==> src/rtl/mul_pkg.sv <==
// Shared types and width helpers for the multiply-accumulate sequencer.
package mul_pkg;

    localparam int DEF_BITWIDTH_INPUT = 64;
    localparam int PROD_BITWIDTH      = 2 * DEF_BITWIDTH_INPUT;

    typedef enum logic [1:0] {
        ACCUM = 2'd0,
        DRAIN = 2'd1,
        HOLD  = 2'd2
    } mul_state_e;

    function automatic int prod_bw(input int bw);
        return 2 * bw;
    endfunction

    // Eight guard bits allow 256 full-scale products before the accumulator wraps.
    function automatic int acc_bw_default(input int bw);
        return prod_bw(bw) + 8;
    endfunction

endpackage

==> src/rtl/mul_valid_delay.sv <==
// Shift register carrying {valid,last} alongside the products in the multiplier pipeline.
module mul_valid_delay #(
    parameter int DEPTH = 4
) (
    input  logic clk,
    input  logic rst,
    input  logic in_vld,
    input  logic in_last,
    output logic out_vld,
    output logic out_last
);

    logic [DEPTH-1:0] vld_q;
    logic [DEPTH-1:0] vld_d;
    logic [DEPTH-1:0] last_q;
    logic [DEPTH-1:0] last_d;

    // Shift one stage per cycle; stage 0 takes the new entry.
    always_comb begin
        vld_d     = vld_q;
        last_d    = last_q;
        vld_d[0]  = in_vld;
        last_d[0] = in_last;
        for (int i = 1; i < DEPTH; i++) begin
            vld_d[i]  = vld_q[i-1];
            last_d[i] = last_q[i-1];
        end
    end

    // Delay line state register.
    always_ff @(posedge clk or posedge rst) begin
        if (rst) begin
            vld_q  <= {DEPTH{1'b0}};
            last_q <= {DEPTH{1'b0}};
        end else begin
            vld_q  <= vld_d;
            last_q <= last_d;
        end
    end

    assign out_vld  = vld_q[DEPTH-1];
    assign out_last = last_q[DEPTH-1];

endmodule

==> src/rtl/mul_acc_sequencer.sv <==
// Streams operand pairs into an external pipelined multiplier and accumulates its
// products, presenting one result per stream on a valid/ready output.
module mul_acc_sequencer
    import mul_pkg::*;
#(
    parameter int BITWIDTH_INPUT = DEF_BITWIDTH_INPUT,
    parameter int MUL_LATENCY    = 4,
    parameter int ACC_BITWIDTH   = acc_bw_default(BITWIDTH_INPUT),
    parameter int CNT_BITWIDTH   = 32
) (
    input  logic                          clk,
    input  logic                          rst,
    input  logic                          s_valid,
    output logic                          s_ready,
    input  logic [BITWIDTH_INPUT-1:0]     s_a,
    input  logic [BITWIDTH_INPUT-1:0]     s_b,
    input  logic                          s_last,
    output logic [BITWIDTH_INPUT-1:0]     mul_a,
    output logic [BITWIDTH_INPUT-1:0]     mul_b,
    input  logic [2*BITWIDTH_INPUT-1:0]   mul_q,
    output logic                          m_valid,
    input  logic                          m_ready,
    output logic [ACC_BITWIDTH-1:0]       m_acc,
    output logic                          m_overflow,
    output logic [CNT_BITWIDTH-1:0]       m_count
);

    localparam int PROD_W = prod_bw(BITWIDTH_INPUT);
    localparam logic [CNT_BITWIDTH-1:0] CNT_ONE = {{(CNT_BITWIDTH-1){1'b0}}, 1'b1};

    mul_state_e                 state_q, state_d;
    logic [BITWIDTH_INPUT-1:0]  mul_a_q, mul_a_d;
    logic [BITWIDTH_INPUT-1:0]  mul_b_q, mul_b_d;
    logic                       pair_vld_q, pair_vld_d;
    logic                       pair_last_q, pair_last_d;
    logic [ACC_BITWIDTH-1:0]    acc_q, acc_d;
    logic                       ovf_q, ovf_d;
    logic [CNT_BITWIDTH-1:0]    cnt_q, cnt_d;
    logic                       m_valid_q, m_valid_d;
    logic [ACC_BITWIDTH-1:0]    m_acc_q, m_acc_d;
    logic                       m_ovf_q, m_ovf_d;
    logic [CNT_BITWIDTH-1:0]    m_count_q, m_count_d;

    logic                       accept_s;
    logic                       tail_vld_s;
    logic                       tail_last_s;
    logic [ACC_BITWIDTH:0]      sum_s;
    logic                       ovf_next_s;
    logic [CNT_BITWIDTH-1:0]    cnt_next_s;

    assign s_ready  = (state_q == ACCUM) && !rst;
    assign accept_s = s_valid && s_ready;

    // The pair flag is registered with mul_a/mul_b, so the delay line only has to
    // cover the multiplier's own latency to line up with mul_q.
    mul_valid_delay #(
        .DEPTH (MUL_LATENCY)
    ) u_delay (
        .clk      (clk),
        .rst      (rst),
        .in_vld   (pair_vld_q),
        .in_last  (pair_last_q),
        .out_vld  (tail_vld_s),
        .out_last (tail_last_s)
    );

    // Accumulator arithmetic with carry capture and saturating product count.
    always_comb begin
        sum_s      = {1'b0, acc_q} + {{(ACC_BITWIDTH + 1 - PROD_W){1'b0}}, mul_q};
        ovf_next_s = ovf_q | sum_s[ACC_BITWIDTH];
        if (cnt_q == {CNT_BITWIDTH{1'b1}}) begin
            cnt_next_s = cnt_q;
        end else begin
            cnt_next_s = cnt_q + CNT_ONE;
        end
    end

    // Next-state and datapath control.
    always_comb begin
        state_d     = state_q;
        mul_a_d     = mul_a_q;
        mul_b_d     = mul_b_q;
        pair_vld_d  = accept_s;
        pair_last_d = accept_s && s_last;
        acc_d       = acc_q;
        ovf_d       = ovf_q;
        cnt_d       = cnt_q;
        m_valid_d   = m_valid_q;
        m_acc_d     = m_acc_q;
        m_ovf_d     = m_ovf_q;
        m_count_d   = m_count_q;

        if (accept_s) begin
            mul_a_d = s_a;
            mul_b_d = s_b;
        end else begin
            mul_a_d = mul_a_q;
        end

        if (tail_vld_s) begin
            acc_d = sum_s[ACC_BITWIDTH-1:0];
            ovf_d = ovf_next_s;
            cnt_d = cnt_next_s;
        end else begin
            acc_d = acc_q;
        end

        case (state_q)
            ACCUM: begin
                if (accept_s && s_last) begin
                    state_d = DRAIN;
                end else begin
                    state_d = ACCUM;
                end
            end
            DRAIN: begin
                if (tail_vld_s && tail_last_s) begin
                    m_acc_d   = sum_s[ACC_BITWIDTH-1:0];
                    m_ovf_d   = ovf_next_s;
                    m_count_d = cnt_next_s;
                    m_valid_d = 1'b1;
                    state_d   = HOLD;
                end else begin
                    state_d = DRAIN;
                end
            end
            HOLD: begin
                if (m_valid_q && m_ready) begin
                    m_valid_d = 1'b0;
                    acc_d     = {ACC_BITWIDTH{1'b0}};
                    ovf_d     = 1'b0;
                    cnt_d     = {CNT_BITWIDTH{1'b0}};
                    state_d   = ACCUM;
                end else begin
                    state_d = HOLD;
                end
            end
            default: begin
                state_d = ACCUM;
            end
        endcase
    end

    // State, operand and result registers.
    always_ff @(posedge clk or posedge rst) begin
        if (rst) begin
            state_q     <= ACCUM;
            mul_a_q     <= {BITWIDTH_INPUT{1'b0}};
            mul_b_q     <= {BITWIDTH_INPUT{1'b0}};
            pair_vld_q  <= 1'b0;
            pair_last_q <= 1'b0;
            acc_q       <= {ACC_BITWIDTH{1'b0}};
            ovf_q       <= 1'b0;
            cnt_q       <= {CNT_BITWIDTH{1'b0}};
            m_valid_q   <= 1'b0;
            m_acc_q     <= {ACC_BITWIDTH{1'b0}};
            m_ovf_q     <= 1'b0;
            m_count_q   <= {CNT_BITWIDTH{1'b0}};
        end else begin
            state_q     <= state_d;
            mul_a_q     <= mul_a_d;
            mul_b_q     <= mul_b_d;
            pair_vld_q  <= pair_vld_d;
            pair_last_q <= pair_last_d;
            acc_q       <= acc_d;
            ovf_q       <= ovf_d;
            cnt_q       <= cnt_d;
            m_valid_q   <= m_valid_d;
            m_acc_q     <= m_acc_d;
            m_ovf_q     <= m_ovf_d;
            m_count_q   <= m_count_d;
        end
    end

    assign mul_a      = mul_a_q;
    assign mul_b      = mul_b_q;
    assign m_valid    = m_valid_q;
    assign m_acc      = m_acc_q;
    assign m_overflow = m_ovf_q;
    assign m_count    = m_count_q;

endmodule

==> config.mk <==
export PLATFORM = sky130hd
export DESIGN_NAME = mul_acc_sequencer
export DESIGN_NICKNAME = d
export VERILOG_FILES = /design/src/rtl/mul_pkg.sv /design/src/rtl/mul_valid_delay.sv /design/src/rtl/mul_acc_sequencer.sv
export SDC_FILE = /design/constraint.sdc
export NUM_CORES = 1
export LEC_CHECK = 0
export ABC_AREA = 0
export CELL_PAD_IN_SITES_DETAIL_PLACEMENT = 2
export CELL_PAD_IN_SITES_GLOBAL_PLACEMENT = 2
export CORE_UTILIZATION = 29
export DETAILED_ROUTE_END_ITERATION = 8
export GPL_TIMING_DRIVEN = 1
export PLACE_DENSITY_LB_ADDON = 0.1
export REMOVE_ABC_BUFFERS = 1
export SKIP_LAST_GASP = 1
export SYNTH_ARGS = -nofsm -noshare
export SYNTH_HDL_FRONTEND = slang
export SYNTH_SLANG_ARGS = --single-unit
==> constraint.sdc <==
create_clock -name clk -period 15.33 [get_ports clk]
set_input_delay 3.066 -clock clk [delete_from_list [all_inputs] [get_ports clk]]
set_output_delay 3.066 -clock clk [all_outputs]
set_load 0.01 [all_outputs]
==> results.md, run 1 <==
• 181000 um — wire length of the first global-routing pass
• 0.58 ns — Critical Path Max Stage Delay
• 7.35 ns — Place WS
• 24.5 um — wire per inst
• 40.7% — Seq pwr share
• 2 — critical path peak fanout
• no — unrepaired setup endpoints after global routing
• clkdlybuf4s50_1 > nor2b_1 > clkdlybuf4s50_1 — sequence of cells on the critical path
• 119000 um — DRT Wirelength
• 28447 — number of global-route vias before repair
• 24.1% — global router's overall resource usage
• 25376 — vias after detailed routing
• 5 — detailed-routing iteration count for the pre-antenna-repair pass
• 0.0318 ns — largest clock skew in the final design
• 5.22 — routed via count divided by cell count
• 0 — total of max-cap violations
• 0.0862 mV — worst voltage drop across the vdd grid
• 479 — total of flip-flops plus latches after synthesis
• 0 — total global routing overflow
• 43.0% — Seq/Total Area, Yosys
• 61 — number of CTS-inserted buffers
• 27900 sq um — post-synth design cell area
• clkbuf_16 — CTS root buf
• 0.06 ns — Reg clk slew, reported paths
• 0 — number of setup buffers added after CTS
• 29.7% — Max transition margin
• 3935 — net count of the finished layout
• 95200 sq um — area of the core
• 16.1 nW — Static Leakage
• input pin — startpoint types
• 0 — Hold Vio Cnt, Final
• 3065 — gate count after technology mapping
• 0.875 — weighted congestion at the end of routability-driven global placement
• yes — TritonCTS clock tree
• 0 — Warnings, synthesis
• 8.21% — share of cells above drive strength 1
• 7.47 ns — Final Critical Period
• buffers and inverters — CP delay by family, top
• 0 — number of cells upsized or downsized after cts
• 2 — WP buf/inv
• 0 — Setup violations, final
• 0 — number of flops mapped to enable cells by yosys
• 124 — largest net degree at the start of global routing
• 48.7% — Tcrit/Tclk final
• 84.4 nW/um^2 — total power per unit cell area
• 7 — initial antenna violation count
• 25.1% — Net Sw Frac
• finished, final reports clean — result of the run
• 92000 um — Detail Placement HPWL
• 0 — remaining routing DRC violations
• 9.09 sq um — synthesized area per cell
• 4.40 ns — signal arrival time at the worst endpoint
• 1077 — count of routing violations after the opening detailed-route iteration
• 2.33 mW — Internal Power
• 479 — number of clock sinks
• 0 — DRT antenna net count
• 32.1% — layout overhead on the synthesized area
• 51.3% — relative contribution of the clock network to total power
• 10255 — # fillers
• register to register — class of the worst hold path
• clkdlybuf4s50_1 — cell type of the slowest stage on the worst timing path
• 15100 sq um — total area of multi-input combinational cells
• 80 — Cell variety after synth
• 8.0% — part of the total power dissipated in combinational logic
• dfrtp_1 — Post-synth top flop
• 100% — post-synthesis async set-or-reset flop share
• 2 — H-tree depth
• 0.69 ns — clock insertion delay at the later pin of the skew report
• 559 — count of port buffers added during placement
• 1.05 ns — slew at the pin closest to its max-slew limit
• 312 um — Die Width
• clkdlybuf4s50_1 — most used cell, CP
• primary output — kind of capture point of the worst setup path
• 0 — cts hold-fix bufs
• 7.86 ns — fin worst setup slack
• 312 um — die extent in y
• input pin to primary output — Crit Path Class
• 134 MHz — Fmax achieved
• 0.780 mW — switching component of the power
• 559 x clkdlybuf4s50_1, 540 x nand2_1, 478 x dfrtp_1 — most used cells in the layout excluding fill and tap cells
• clkdlybuf4s50_1 — most common cell after layout, fill and taps aside
• 29.3% — initial standard-cell utilization of the core
• 3 — clock buffer depth
• 97300 sq um — die area
• 12000 sq um — sequential cell area in the final layout
• 113 — Core Rows
• 0 — Max Transition Viols Final
• 38.7% — Final Core Density
• 560 — number of top-level pins
• 12.26 ns — required time at the worst-slack endpoint
[metal layers]
metal / up-vias / part of all wire, % / GRT usage, %
met5: - / 0.023 / 0
met1: 13039 / 46 / 32.2
li1: 11744 / - / -
met2: 435 / 48 / 40.4
met4: 4 / 2.8 / 7.07
met3: 154 / 3.0 / 3.17
[final timing paths]
path                       depth (start not counted)  slack, ns             start                 to
max in group asynchronous                          4       9.72               rst   u_delay.vld_q[3]
min in group asynchronous                          2       3.04               rst  u_delay.last_q[0]
hold / removal                                     0       0.35  u_delay.vld_q[2]   u_delay.vld_q[3]
hold reg to reg                                    0       0.35  u_delay.vld_q[2]   u_delay.vld_q[3]
setup / recovery                                   3       7.86               rst            s_ready
setup reg to reg                                  13      10.44          acc_q[0]         acc_q[132]
[metrics by stage]
| step | setup TNS [ns] | std cells | hold slack, ns | power [mW] | instance area (sq um) |
|---|---|---|---|---|---|
| after floorplan | -527.01 | 2899 | 0.331 | 1.41 | 27200 |
| after global placement | 0 | 4742 | 0.332 | 1.53 | 34600 |
| after detailed placement | 0 | 4742 | 0.336 | 1.54 | 34600 |
| after CTS | 0 | 4857 | 0.352 | 3.16 | 36800 |
| after global routing | 0 | 4860 | 0.354 | 3.22 | 36800 |
| final | 0 | 4860 | 0.347 | 3.11 | 36800 |
[Yosys cell counts, types with 23 or more instances]
master	count	area share (%)
inv_1	53	0.71
and3_1	23	0.52
a21o_1	55	1.5
nand2_1	540	7.3
dfrtp_1	479	43
nand3_1	55	0.99
clkbuf_1	137	1.8
xnor2_1	105	3.3
a21oi_1	231	4.1
or3_1	29	0.65
o21ai_0	201	3.6
o21bai_1	38	1.0
mux2i_1	97	3.5
nand4_1	88	2.0
xor2_1	79	2.5
nor3_1	42	0.75
ha_1	133	6.0
nor2_1	251	3.4
mux2_2	134	5.4
[sequential cells by signal, indices dropped and copies added (netlist names)]
name / cells
ovf_q: 1
mul_b: 64
u_delay.last_q: 4
m_valid: 1
m_count: 32
m_acc: 136
pair_vld_q: 1
mul_a: 64
cnt_q: 32
u_delay.vld_q: 4
acc_q: 136
pair_last_q: 1
state_q: 2
m_overflow: 1
[logic make-up (layout without fill, tap and decap cells)]
group / after synthesis / after routing / share of synthesized area [%]
simple gates: 1110 / 1110 / 17.7
compound gates: 708 / 708 / 15.6
flops: 479 / 479 / 43.0
mux: 231 / 231 / 8.90
buf+inv: 219 / 746 / 2.99
xor+xnor: 184 / 184 / 5.78
fa+ha+maj: 134 / 134 / 6.04
other cells: 0 / 3 / 0
[power by group through the flow]
| stage | Combinational (mW) | Clock (mW) | Sequential (mW) |
|---|---|---|---|
| final | 0.249 | 1.60 | 1.26 |
| after global routing | 0.270 | 1.69 | 1.26 |
| after CTS | 0.252 | 1.65 | 1.26 |
| after global placement | 0.244 | 0 | 1.29 |
| after detailed placement | 0.250 | 0 | 1.29 |
| after floorplan | 0.118 | 0 | 1.29 |
[area by class of cell]
cell class	count	share of cell area, %
Antenna cell	3	0.0204
Clock buffer	85	4.80
Clock inverter	30	1.25
Inverter	53	0.561
Multi-Input combinational cell	2367	40.9
Sequential cell	479	32.6
Tap cell	1265	4.30
Timing Repair Buffer	578	15.6
Note: power is estimated with default switching activity, not from simulation.
==> inputs of run 2 (changes only) <==
==> constraint.sdc (replaced) <==
create_clock -name clk -period 6.2 [get_ports clk]
set_input_delay 1.24 -clock clk [delete_from_list [all_inputs] [get_ports clk]]
set_output_delay 1.24 -clock clk [all_outputs]
set_load 0.01 [all_outputs]
==> results.md, run 2 (synthesis results as in run 1) <==
• finished, final reports clean — result of the run
• 560 — number of top-level pins, unchanged
• 3 — clock buffer depth, unchanged
• 113 — Core Rows, unchanged
• 0 ns — setup TNS, unchanged
• 95200 sq um — area of the core, unchanged
• 16.1 nW — Static Leakage, +0.24%
• 1.59 ns — flop-to-flop setup slack, -8.85 ns
• 1.07 ns — slew at the pin closest to its max-slew limit, +0.0226 ns
• 201 nW/um^2 — total power per unit cell area, +140%
• 0.06 ns — Reg clk slew, reported paths, about the same
• 111 — largest net degree at the start of global routing, -10%
• 32.2% — layout overhead on the synthesized area, about the same
• m_acc[114] — endpoint of the worst register-to-register path
• no — unrepaired setup endpoints after global routing
• 97300 sq um — die area, unchanged
• 0 — number of cells upsized or downsized after cts, unchanged
• 0.874 — weighted congestion at the end of routability-driven global placement, -0.15%
• 0.0285 ns — largest clock skew in the final design, -0.00325 ns
• 3952 — net count of the finished layout, +0.43%
• register — kind of capture point of the worst setup path
• 25516 — vias after detailed routing, +0.55%
• 559 — count of port buffers added during placement, unchanged
• 84.8% — Tcrit/Tclk final
• 8.3% — part of the total power dissipated in combinational logic, +0.3 points
• 312 um — die extent in y, unchanged
• 8.43% — share of cells above drive strength 1, +0.22 points
• 6.75 ns — required time at the worst-slack endpoint, -5.51 ns
• 0 — Max Transition Viols Final, unchanged
• input pin to register — Crit Path Class
• 559 x clkdlybuf4s50_1, 540 x nand2_1, 478 x dfrtp_1 — most used cells in the layout excluding fill and tap cells
• 4 — detailed-routing iteration count for the pre-antenna-repair pass, -1
• 36900 sq um — total non-filler cell area in the finished layout, about the same
• 93100 um — Detail Placement HPWL, +1.1%
• 0 — Hold Crit Depth, unchanged
• 0.202 mV — worst voltage drop across the vdd grid, +130%
• clkdlybuf4s50_1 — most common cell after layout, fill and taps aside
• 190 MHz — Fmax achieved
• 0 — remaining routing DRC violations, unchanged
• yes — TritonCTS clock tree
• 14 — depth of the most critical reg-to-reg path, +1
• clkbuf_16 — CTS root buf
• 312 um — Die Width, unchanged
• 28377 — number of global-route vias before repair, -0.25%
• 25.3% — Net Sw Frac, +0.23 points
• 28.2% — Max transition margin, -1.5 points
• register to register — class of the worst hold path
• 49.5% — relative contribution of the clock network to total power, -1.8 points
• 0 — total global routing overflow, unchanged
• u_delay.last_q[2] — worst hold endpoint
• 0 — total of max-cap violations, unchanged
• 42.1% — Seq pwr share, +1.4 points
• 0 — number of setup buffers added after CTS, unchanged
• 0 — DRT antenna net count, unchanged
• 29.3% — initial standard-cell utilization of the core, unchanged
• 0.68 ns — clock insertion delay at the later pin of the skew report, about the same
• 14 — initial antenna violation count, +7
• 2 — H-tree depth, unchanged
• 24.6 um — wire per inst, +0.61%
• 1.88 mW — switching component of the power, +140%
• 60 — number of CTS-inserted buffers, -1.6%
• 6 — critical path peak fanout, +4
• input pin — startpoint types
• 5.81 ns — signal arrival time at the worst endpoint, +1.41 ns
• 183000 um — wire length of the first global-routing pass, +1.2%
• 5.23 — routed via count divided by cell count, +0.20%
• 1059 — count of routing violations after the opening detailed-route iteration, -1.7%
• 0 — Hold Vio Cnt, Final, unchanged
• 0 — cts hold-fix bufs, unchanged
• 5.26 ns — Final Critical Period
• 5.54 mW — Internal Power, +140%
• 120000 um — DRT Wirelength, +0.96%
• 0 — Setup violations, final, unchanged
• 34800 sq um — post-place instance area, +0.64%
• u_delay.last_q[1] — startpoint of the most critical hold path
• 479 — number of clock sinks, unchanged
• 24.5% — global router's overall resource usage, +0.39 points
• acc_q[0] — Reg2Reg Launch Point
-- run 2: critical path, cell delays in order --
cell	delay [ns]
clkdlybuf4s50_1	0.46
ha_1	0.18
inv_1	0.06
fa_1	0.40
and2b_1	0.24
o2111ai_1	0.18
a2111o_1	0.55
a2111oi_2	0.77
o211ai_1	0.15
nand2_1	0.15
a41oi_2	0.35
o21ai_1	0.25
o21ai_1	0.18
o2111a_1	0.28
or3_1	0.36
-- run 2: power by group through the flow --
stage | Sequential, mW | Combinational, mW | Clock (mW)
finish | 3.13 | 0.619 | 3.68
CTS | 3.13 | 0.627 | 3.80
global route | 3.12 | 0.674 | 3.91
global placement | 3.18 | 0.609 | 0
detailed placement | 3.18 | 0.622 | 0
floorplan | 3.19 | 0.291 | 0
-- run 2: layer usage --
metal  global-route usage (%)  routed length (um)  vias up
met5                        0                  57        -
met4                     7.60                3530        8
met1                     32.7               54900    13029
li1                         -                   -    11785
met2                     40.4               56800      531
met3                     3.79                4760      163
-- run 2: stage by stage --
step	cells	worst slack, ns	power [mW]	utilization (%)	hold WS, ns
after floorplan	2899	-8.40	3.48	-	0.331
after global placement	4760	0.376	3.79	36.6	0.332
after detailed placement	4760	0.338	3.81	36.6	0.336
final	4877	0.940	7.43	38.7	0.348
after global routing	4874	0.707	7.71	38.7	0.352
after CTS	4870	1.05	7.55	38.7	0.350
-- run 2: area by class of cell --
cell class	count	area [sq um]
antenna	7	17.5
clock buffer	87	1740
clock inverter	23	280
fill	10302	58300
inverter	53	206
multi-input combinational	2367	15100
sequential	479	12000
tap	1265	1580
timing repair buffer	596	5960
-- run 2: worst max-delay path by stage --
stage	startpoint	end	slack, ns	depth (start not counted)
floorplan	rst	acc_q[0]	-8.40	1
global placement	mul_q[0]	m_acc[114]	0.38	15
detailed placement	mul_q[0]	m_acc[114]	0.34	15
CTS	mul_q[0]	m_acc[114]	1.05	15
global route	mul_q[0]	m_acc[114]	0.71	15
finish	mul_q[0]	m_acc[114]	0.94	15
